`src/rtl/seg_display_scheduler.sv`:
```
// Time-multiplexed 4-digit common-anode 7-segment driver with inter-digit blanking,
// frame-aligned value updates through a single-entry valid/ready pending register.
module seg_display_scheduler #(
    parameter int TICK_DIV  = 100000,
    parameter int BLANK_CYC = 1000
) (
    input  logic        clk,
    input  logic        rst,
    input  logic [15:0] val_in,
    input  logic [3:0]  dp_in,
    input  logic        lz_en,
    input  logic        val_valid,
    output logic        val_ready,
    output logic        frame_done,
    output logic [6:0]  seg,
    output logic        dp,
    output logic [3:0]  an
);

    localparam int MAX_CYC = (TICK_DIV > BLANK_CYC) ? TICK_DIV : BLANK_CYC;
    localparam int CNT_W   = (MAX_CYC > 1) ? $clog2(MAX_CYC) : 1;

    localparam logic [CNT_W-1:0] TICK_LAST  = CNT_W'(TICK_DIV - 1);
    localparam logic [CNT_W-1:0] BLANK_LAST = CNT_W'(BLANK_CYC - 1);

    localparam logic [0:0] ST_BLANK = 1'b0;
    localparam logic [0:0] ST_DRIVE = 1'b1;

    logic [0:0]       state;
    logic [1:0]       idx;
    logic [CNT_W-1:0] cnt;

    logic [15:0] shadow_val;
    logic [3:0]  shadow_dp;
    logic [15:0] pend_val;
    logic [3:0]  pend_dp;
    logic        pend_full;

    logic        cnt_last;
    logic        boundary;
    logic [3:0]  cur_nib;
    logic [3:0]  zero_from;
    logic        suppress;
    logic [6:0]  seg_nxt;
    logic        dp_nxt;
    logic [3:0]  an_nxt;

    function automatic logic [6:0] hex_decode(input logic [3:0] nib);
        logic [6:0] s;
        case (nib)
            4'h0: s = 7'b1000000;
            4'h1: s = 7'b1111001;
            4'h2: s = 7'b0100100;
            4'h3: s = 7'b0110000;
            4'h4: s = 7'b0011001;
            4'h5: s = 7'b0010010;
            4'h6: s = 7'b0000010;
            4'h7: s = 7'b1111000;
            4'h8: s = 7'b0000000;
            4'h9: s = 7'b0010000;
            4'hA: s = 7'b0001000;
            4'hB: s = 7'b0000011;
            4'hC: s = 7'b1000110;
            4'hD: s = 7'b0100001;
            4'hE: s = 7'b0000110;
            default: s = 7'b0001110;
        endcase
        return s;
    endfunction

    assign val_ready = !pend_full;
    assign cnt_last  = (state == ST_BLANK) ? (cnt == BLANK_LAST) : (cnt == TICK_LAST);
    assign boundary  = (state == ST_DRIVE) && (idx == 2'd3) && cnt_last;

    assign cur_nib = shadow_val[{idx, 2'b00} +: 4];

    // zero_from[i]: nibbles i..3 of the shadow value are all zero
    assign zero_from[3] = (shadow_val[15:12] == 4'h0);
    assign zero_from[2] = zero_from[3] && (shadow_val[11:8] == 4'h0);
    assign zero_from[1] = zero_from[2] && (shadow_val[7:4] == 4'h0);
    assign zero_from[0] = zero_from[1] && (shadow_val[3:0] == 4'h0);

    assign suppress = lz_en && (idx != 2'd0) && zero_from[idx];

    always_comb begin
        // NOTE: every output of this block gets a default first, so no path can infer a latch.
        an_nxt  = 4'b1111;
        seg_nxt = 7'b1111111;
        dp_nxt  = 1'b1;
        if (state == ST_DRIVE) begin
            an_nxt  = ~(4'b0001 << idx);
            dp_nxt  = ~shadow_dp[idx];
            seg_nxt = suppress ? 7'b1111111 : hex_decode(cur_nib);
        end
    end

    always_ff @(posedge clk or posedge rst) begin
        if (rst) begin
            state <= ST_BLANK;
            idx   <= 2'd0;
            cnt   <= '0;
        end else if (cnt_last) begin
            // NOTE: sequential state uses non-blocking assignments so every register samples pre-edge values.
            cnt   <= '0;
            state <= ~state;
            if (state == ST_DRIVE) begin
                idx <= idx + 2'd1;
            end
        end else begin
            cnt <= cnt + 1'b1;
        end
    end

    // A value accepted on the boundary cycle waits for the next boundary, since pend_full was still 0.
    always_ff @(posedge clk or posedge rst) begin
        if (rst) begin
            shadow_val <= 16'h0000;
            shadow_dp  <= 4'b0000;
            pend_val   <= 16'h0000;
            pend_dp    <= 4'b0000;
            pend_full  <= 1'b0;
        end else if (boundary && pend_full) begin
            shadow_val <= pend_val;
            shadow_dp  <= pend_dp;
            pend_full  <= 1'b0;
        end else if (val_valid && !pend_full) begin
            pend_val  <= val_in;
            pend_dp   <= dp_in;
            pend_full <= 1'b1;
        end
    end

    always_ff @(posedge clk or posedge rst) begin
        if (rst) begin
            an         <= 4'b1111;
            seg        <= 7'b1111111;
            dp         <= 1'b1;
            frame_done <= 1'b0;
        end else begin
            an         <= an_nxt;
            seg        <= seg_nxt;
            dp         <= dp_nxt;
            frame_done <= boundary;
        end
    end

endmodule

```
`config.mk`:
```
export PLATFORM = sky130hd
export DESIGN_NAME = seg_display_scheduler
export DESIGN_NICKNAME = d
export VERILOG_FILES = /design/src/rtl/seg_display_scheduler.sv
export SDC_FILE = /design/constraint.sdc
export NUM_CORES = 1
export LEC_CHECK = 0
export ABC_CLOCK_PERIOD_IN_PS = 3000
export CORE_ASPECT_RATIO = 2
export CORE_UTILIZATION = 45
export DETAILED_ROUTE_END_ITERATION = 6
export PLACE_DENSITY = 0.66
export SYNTH_ARGS = -nofsm -noshare
export SYNTH_HDL_FRONTEND = slang
export SYNTH_SLANG_ARGS = --single-unit
```
`constraint.sdc`:
```
create_clock -name clk -period 3 [get_ports clk]
set_input_delay 0.6 -clock clk [delete_from_list [all_inputs] [get_ports clk]]
set_output_delay 0.6 -clock clk [all_outputs]
set_load 0.01 [all_outputs]
```
==> impl_metrics.toml, run 1 <==
[status]
status = "completed"

[timing]
fin_crit_sh = 0.8125
rsz0062_at_grt = "false"
period_minus_slack_ns = 2.437
hold_viol_final = 0
slew_headroom = 0.5939
setup_viol = 0
clock_skew_ns = 0.005537
timing.final.max_slew_violations = 0
hold_slack_ns = 0.4619
fmax_mhz = 410.3
tns_ns = 0
worstMarginPinSlew_ns = 0.6092

[synth]
yosys.cell_types.count = 45
syn_area_per_cell_um2 = 12.75
ys_seq_elements = 74
synth_enable_flop_cells = 0
ys_seq_area_frac = 0.5250
yosys_most_used_dff = "dfrtp_1"
syn_nets = 314
async_flop_share = 1.000
ys_warn_count = 0
syn_area_mm2 = 0.003556
synth_cells = 279

[global_route]
grt_pass1_wl_mm = 11.76
overflow = 0
grt_pass1_vias = 2452
grt_max_degree = 58
gr-usage-all-layers = 0.1930
antenna_found_initial = 0

[routing]
remaining_drc_errors = 0
postRouteWirelength_mm = 6.779
vias = 2263
antenna_left = 0
drt-initial-drc-count = 71
dr.pass1.iters = 6
wire_per_inst_um = 16.22
via_per_inst = 5.414

[clock_tree]
cts_setup_buffers = 0
cts_hold_buffers = 0
cts-root-buf = "clkbuf_16"
cts.clk_slew.worst_paths_ns = 0.06
insertion_delay_ns = 0.33
cts_buffers = 9
cts_resized = 0
cts_tree = "done"
cts_max_path_buffers = 2
clock-sinks = 74
h-tree-depth = 3

[final_layout]
area_delta_synth_final_pct = 23.50
layout_commonest_cell = "dfrtp_1"
layout_common_cells = "dfrtp_1 (62), clkdlybuf4s50_1 (37), mux2_2 (24), mux2_4 (19), nand2_1 (18)"
nets = 354
diodes = 0
drive_above_1_share = 0.2593

[power_and_ir_drop]
seq_power_share = 0.430
clkPwrFrac = 0.535
swShare = 0.1808
vdd_drop_max_mv = 0.4260
p_switching_mw = 0.4428
pwr-share-comb = 0.035
p_leak_nw = 1.874
powerDensity_mw_per_mm2 = 557.8
internal_power_mw = 2.007

[setup_path]
crit_path_top_delay_cell = "dfrtp_1"
required_ns = 3.25
arrival_ns = 2.69
crit_path_end_kind = "flip-flop"
crit_family = "flip-flops"
critical_path.n_buffers_inverters = 1
crit_path_max_fanout = 14
cp-start-kind = "flip-flop"
worstSetupPathType = "flip-flop to flip-flop"
cp_cell_sequence = "mux4_2 > inv_1 > ha_1 > a21oi_1 > a221o_1 > o21ai_0"
max_stage_delay_ns = 0.70

[worst_hold_path]
hold_path_class = "flip-flop to flip-flop"

[floorplan]
fp.dieW_um = 64.86
coreArea_mm2 = 0.007601
initial_core_util = 0.4678
rows = 45
io_pins = 38
die_y_um = 127.7
fp.dieArea_mm2 = 0.008283

[placement]
gp_congestion = 0.8462
dpl.hpwl_mm = 4.899
portBuffers = 37

[job]
maxCapViolCount = 0
Yosys cell counts, types with 2 or more instances:
cell type	count	area (um2)
a21oi_1	5	25.02
and2_1	3	18.77
nor4_1	5	31.28
nand3b_1	3	22.52
o211ai_1	3	22.52
mux2_2	24	270.3
nor2b_1	2	12.51
nand4_1	5	31.28
xnor2_1	13	113.9
mux2i_1	5	50.05
dfstp_2	12	315.3
and4_1	2	17.52
mux2_4	19	285.3
nand2_1	18	67.56
ha_1	11	137.6
nand2b_1	3	18.77
nor2_1	17	63.81
nor3_1	6	30.03
clkbuf_1	7	26.28
o21ai_0	3	15.01
nand3_1	11	55.05
buf_6	2	22.52
xor2_1	3	26.28
o21bai_1	2	15.01
inv_1	10	37.54
dfrtp_1	62	1551
mux4_2	5	112.6
worst paths after layout:
kind,from,endpoint,slack [ns],cells after the start
min in group asynchronous,rst,frame_done,0.58,2
hold / removal,cnt[0],cnt[0],0.46,1
max in group asynchronous,rst,seg[6],1.74,3
hold reg to reg,cnt[0],cnt[0],0.46,1
setup reg to reg,idx[0],seg[0],0.56,6
setup / recovery,idx[0],seg[0],0.56,6
flip-flops by register name, indices dropped and copies added (netlist names), 2 cells and up:
signal	cells
cnt	17
pend_val	16
shadow_val	16
seg	7
an	4
pend_dp	4
shadow_dp	4
idx	2
final cells by class:
type,instances,area [um2]
fillers,644,3209
flip-flops and latches,74,1867
multi-input cells,184,1597
repair buffers,40,405.4
clock buffers,11,242.7
clock inverters,5,125.1
well taps,94,117.6
inverters,10,37.54
cell families (layout without fill, tap and decap cells):
family	count (synthesis)	count (layout)	synth area share
AOI/OAI and AO/OA	21	21	0.04152
muxes	53	53	0.2020
xor gates and xnor gates	16	16	0.03941
adders and majority gates	11	11	0.03870
DFF	74	74	0.5250
and+or+nand+nor	83	83	0.1267
buffers and inverters	21	66	0.02674
stage by stage:
step	cells	area (um2)	worst slack, ns	util	power, mW
global route	418	4392	0.3471	0.5778	2.524
detailed placement	402	4024	0.5375	0.5294	1.160
finish	418	4392	0.5626	0.5778	2.450
global placement	402	4024	0.5967	0.5294	1.156
floorplan	279	3556	0.5382	-	1.110
CTS	418	4392	0.5222	0.5778	2.475
metal layers:
layer | part of all wire | track usage | vias up
li1 | - | - | 1075
met5 | 0 | 0 | -
met4 | 0.035 | 0.1150 | 0
met3 | 0.029 | 0.04004 | 18
met1 | 0.38 | 0.2119 | 1132
met2 | 0.55 | 0.3333 | 38
power groups by stage:
stage / Clock [mW] / Combinational, mW / Sequential [mW]
4_1_cts: 1.33 / 0.0889 / 1.05
2_1_floorplan: 0 / 0.0460 / 1.06
3_5_place_dp: 0 / 0.0887 / 1.07
5_1_grt: 1.37 / 0.0971 / 1.06
3_3_place_gp: 0 / 0.0863 / 1.07
6_report: 1.31 / 0.0857 / 1.05
Power figures use the tool's default switching activity.
==> run 2: changes to the inputs <==
ABC_CLOCK_PERIOD_IN_PS = 2400   (was 3000)
clock period = 2.4 ns   (was 3 ns; I/O delays follow)
==> run 2 against run 1 <==
Worst hold slack is essentially flat. First-iteration DRC count grew 72%. Clock power shrank 6%. Sequential share of layout area grew 0.73 points. Count of clock-buffer cells in the layout grew 5. Cell count grew 0.72%. Combinational power grew 26%. Utilization shrank 0.97 points. Fmax grew 13%. Die area is the same. Wire length grew 3.0%. Critical endpoint is now shadow_val[2]. Largest power group is now registers. Highest routed layer unchanged.
==> impl_metrics.toml, run 2 (same netlist as run 1, synthesis figures left out) <==
[setup_path]
arrival_ns = 2.37
crit_path_end_kind = "flip-flop"
crit_family = "simple AND/OR/NAND/NOR gates"
crit_path_top_delay_cell = "or4_4"
crit_path_max_fanout = 21
worstSetupPathType = "flip-flop to flip-flop"
critical_path.n_buffers_inverters = 0
r2r_slack_ns = 0.24
required_ns = 2.61
cp-start-kind = "flip-flop"
max_stage_delay_ns = 0.64
cp_cell_sequence = "nor4_1 > nand3_1 > or4_4 > mux2_4"

[final_layout]
drive_above_1_share = 0.2538
layout_common_cells = "dfrtp_1 (62), clkdlybuf4s50_1 (37), mux2_2 (24), mux2_4 (19), nand2_1 (18)"
top_register = "cnt"
nets = 357
layout_commonest_cell = "dfrtp_1"
diodes = 0
top_regs = "cnt (17), pend_val (16), shadow_val (16)"
area_delta_synth_final_pct = 21.43
final_util = 0.5681
largest_reg_flops = 17

[status]
status = "completed"

[placement]
portBuffers = 37
preCtsSetupSlack_ns = 0.2514
dpl.hpwl_mm = 5.129
gp_congestion = 0.8169

[global_route]
overflow = 0
grt_pass1_wl_mm = 11.90
grt_pass1_vias = 2485
gr-usage-all-layers = 0.1933
grt_max_degree = 75
antenna_found_initial = 0

[clock_tree]
cts_resized = 0
clock-sinks = 74
insertion_delay_ns = 0.33
cts-root-buf = "clkbuf_16"
cts_max_path_buffers = 2
h-tree-depth = 3
cts.clk_slew.worst_paths_ns = 0.05
cts_setup_buffers = 0
cts_tree = "done"
cts_buffers = 9
cts_hold_buffers = 0

[timing]
clock_skew_ns = 0.004162
period_minus_slack_ns = 2.164
slew_headroom = 0.6729
timing.final.max_slew_violations = 0
tns_ns = 0
hold_slack_ns = 0.4621
rsz0062_at_grt = "false"
setup_viol = 0
fin_crit_sh = 0.9015
worstMarginPinSlew_ns = 0.4862
finalWorstSetupSlack_ns = 0.2365
fmax_mhz = 462.2
hold_viol_final = 0

[routing]
antenna_left = 0
dr.pass1.iters = 5
vias = 2320
postRouteWirelength_mm = 6.982
via_per_inst = 5.511
wire_per_inst_um = 16.58
remaining_drc_errors = 0
drt-initial-drc-count = 122

[floorplan]
initial_core_util = 0.4678
io_pins = 38
coreArea_mm2 = 0.007601
die_y_um = 127.7
fp.dieArea_mm2 = 0.008283
rows = 45
fp.dieW_um = 64.86

[power_and_ir_drop]
p_leak_nw = 1.842
p_total_mw = 2.651
vdd_drop_max_mv = 0.5675
powerDensity_mw_per_mm2 = 614.0

[job]
maxCapViolCount = 0

[worst_hold_path]
hold_path_class = "flip-flop to flip-flop"
[run 2: per-layer routing]
| metal | wire length (um) | track usage |
|---|---|---|
| met4 | 240 | 0.1007 |
| met3 | 196 | 0.03915 |
| met5 | 0 | 0 |
| met1 | 2636 | 0.2038 |
| met2 | 3908 | 0.3499 |
[run 2: worst paths after layout]
kind,start,end,cells after the start
worst max-delay path,cnt[12],shadow_val[2],4
worst min-delay path,cnt[0],cnt[0],1
worst max register to register,cnt[12],shadow_val[2],4
worst min register to register,cnt[0],cnt[0],1
max in group asynchronous,rst,seg[5],3
min in group asynchronous,rst,shadow_val[14],3
[run 2: layout make-up]
| type | count | area, um2 |
|---|---|---|
| well taps | 94 | 117.6 |
| repair buffers | 43 | 427.9 |
| fillers | 664 | 3283 |
| clock buffers | 16 | 271.5 |
| inverters | 10 | 37.54 |
| flip-flops and latches | 74 | 1867 |
| multi-input cells | 184 | 1597 |
[run 2: per-stage QoR]
step,instances,area (um2)
after floorplan,279,3556
after global placement,405,4046
after detailed placement,405,4046
after CTS,421,4318
after global routing,421,4318
final,421,4318
[run 2: power by group]
part           total [mW]  internal (mW)  switching, mW
combinational       0.108         0.0688         0.0392
clock                1.23          0.758          0.467
sequential           1.32           1.29         0.0243
==> run 3: changes to the inputs <==
CAP_MARGIN = 10   (was not set)
SETUP_SLACK_MARGIN = 0.3   (was not set)
==> run 3 against run 2 <==
Fmax rose by 5.3%. Die area is the same. Combinational power about the same. Via count increased by 0.78%. Largest cell class unchanged. Sequential cell count unchanged. Wire length is 9.7% higher. Clock power rose by 26%. Largest power group is now the clock network. Critical path type unchanged. First-iteration DRC count decreased by 42%. Power is 12% higher. Count of clock-buffer cells in the layout shrank 4. Cell count rose by 1.7%. Non-clock buffer count increased by 4.
==> impl_metrics.toml, run 3 (same netlist as run 1, synthesis figures left out) <==
[power_and_ir_drop]
p_total_mw = 2.974
vdd_drop_max_mv = 0.4619
powerDensity_mw_per_mm2 = 656.0
swShare = 0.1903
clkPwrFrac = 0.520
pwr-share-comb = 0.037
seq_power_share = 0.443
p_leak_nw = 1.912
p_switching_mw = 0.5662
internal_power_mw = 2.408

[final_layout]
nets = 364
layout_common_cells = "dfrtp_1 (60), clkdlybuf4s50_1 (37), mux2_2 (24), mux2_4 (19), nand2_1 (18)"
top_regs = "cnt (17), pend_val (16), shadow_val (16)"
fill_cells = 623
final_util = 0.5965
top_register = "cnt"
fin_area_mm2 = 0.004534
layout_commonest_cell = "dfrtp_1"
diodes = 0
drive_above_1_share = 0.3024
area_delta_synth_final_pct = 27.52
seq_area_mm2 = 0.001869
multiInputGateArea_mm2 = 0.001683
largest_reg_flops = 17
instances_no_fill = 428

[timing]
rsz0062_at_grt = "false"
finalWorstSetupSlack_ns = 0.3458
period_minus_slack_ns = 2.054
fmax_mhz = 486.8
worstMarginPinSlew_ns = 0.4364
hold_viol_final = 0
tns_ns = 0
slew_headroom = 0.7049
clock_skew_ns = 0.004318
timing.final.max_slew_violations = 0
fin_crit_sh = 0.8559
setup_viol = 0
hold_slack_ns = 0.4616

[status]
status = "completed"

[setup_path]
rr_startpoint = "cnt[5]"
cp-start-kind = "flip-flop"
crit_path_max_fanout = 8
required_ns = 2.62
arrival_ns = 2.27
reg2reg_depth = 4
r2r_slack_ns = 0.35
crit_path_end_kind = "flip-flop"
timing.rr.end = "shadow_val[3]"
worstSetupPathType = "flip-flop to flip-flop"

[clock_tree]
cts_tree = "done"
cts_buffers = 9
cts.clk_slew.worst_paths_ns = 0.05
clock-sinks = 74
cts-root-buf = "clkbuf_16"
h-tree-depth = 3
insertion_delay_ns = 0.33
cts_max_path_buffers = 2

[placement]
portBuffers = 37
dpl.hpwl_mm = 5.138
gp_congestion = 0.7904
dpl_cell_area_mm2 = 0.004080
dp_cells = 407
preCtsSetupSlack_ns = 0.1878

[global_route]
overflow = 0
gr-usage-all-layers = 0.2097
grt_max_degree = 75
grt_pass1_wl_mm = 12.52
antenna_found_initial = 0
grt_pass1_vias = 2546

[worst_hold_path]
hold_path_class = "flip-flop to flip-flop"
hold_end = "cnt[0]"
holdPathStages = 1
holdCritStartpoint = "cnt[0]"

[routing]
via_per_inst = 5.463
vias = 2338
postRouteWirelength_mm = 7.656
topRoutingLayerUsed = "met4"
dr.pass1.iters = 4
wl_met2_mm = 4.305
drt-initial-drc-count = 71
wire_per_inst_um = 17.89
wl_met1_mm = 2.787
antenna_left = 0
remaining_drc_errors = 0
dr_wl_met3_um = 221

[floorplan]
io_pins = 38
initial_core_util = 0.4678
rows = 45
coreArea_mm2 = 0.007601
fp.dieArea_mm2 = 0.008283
fp.dieW_um = 64.86
die_y_um = 127.7

[job]
maxCapViolCount = 0
[run 3: cell count changes in the layout (fill, tap and decap cells not counted), moves of 2 or more]
cell / before / now
clkbuf_1: 5 / 2
nor4_1: 5 / 3
dfrtp_2: 0 / 2
or4_4: 1 / 4
bufinv_16: 0 / 3
dfrtp_1: 62 / 60
buf_4: 5 / 7
[run 3: timing repair]
item / in CTS / in global routing
pin swaps: 4 / 4
setup endpoints to repair: 27 / 23
resized for setup: 9 / 7
setup buffers: 1 / 1
cloned: 3 / 0
hold buffers: 0 / 0
[run 3: how the worst max path moves through the flow]
| stage | start | end | slack (ns) | depth (start not counted) |
|---|---|---|---|---|
| after global placement | idx[0] | seg[0] | 0.23 | 6 |
| after detailed placement | idx[0] | seg[0] | 0.19 | 7 |
| after global routing | idx[0] | seg[0] | 0.29 | 6 |
| after CTS | idx[0] | seg[0] | 0.31 | 6 |
| after floorplan | idx[0] | seg[0] | 0.31 | 7 |
| final | cnt[5] | shadow_val[3] | 0.35 | 4 |
[run 3: critical path: stages (launching register included)]
cell and delay [ns]:
dfrtp_1 0.43, and4b_1 0.33, nand4_4 0.19, or4_4 0.66
mux2_4 0.33
[run 3: power groups by stage]
stage / Sequential (mW) / Combinational, mW / Clock [mW]
6_report: 1.32 / 0.110 / 1.55
4_1_cts: 1.32 / 0.113 / 1.58
3_5_place_dp: 1.34 / 0.112 / 0
2_1_floorplan: 1.33 / 0.0579 / 0
5_1_grt: 1.33 / 0.122 / 1.62
3_3_place_gp: 1.34 / 0.109 / 0
[run 3: area by class of cell]
class | count | share of cell area
clock buffers | 12 | 0.05436
inverters | 10 | 0.009106
multi-input cells | 187 | 0.3711
clock inverters | 4 | 0.02180
well taps | 94 | 0.02594
repair buffers | 47 | 0.1054
flip-flops and latches | 74 | 0.4123
[run 3: routing by layer]
metal | track usage | vias to the layer above
met5 | 0 | -
met4 | 0.1359 | 0
met3 | 0.04804 | 25
met2 | 0.3738 | 43
met1 | 0.2110 | 1167
li1 | - | 1103
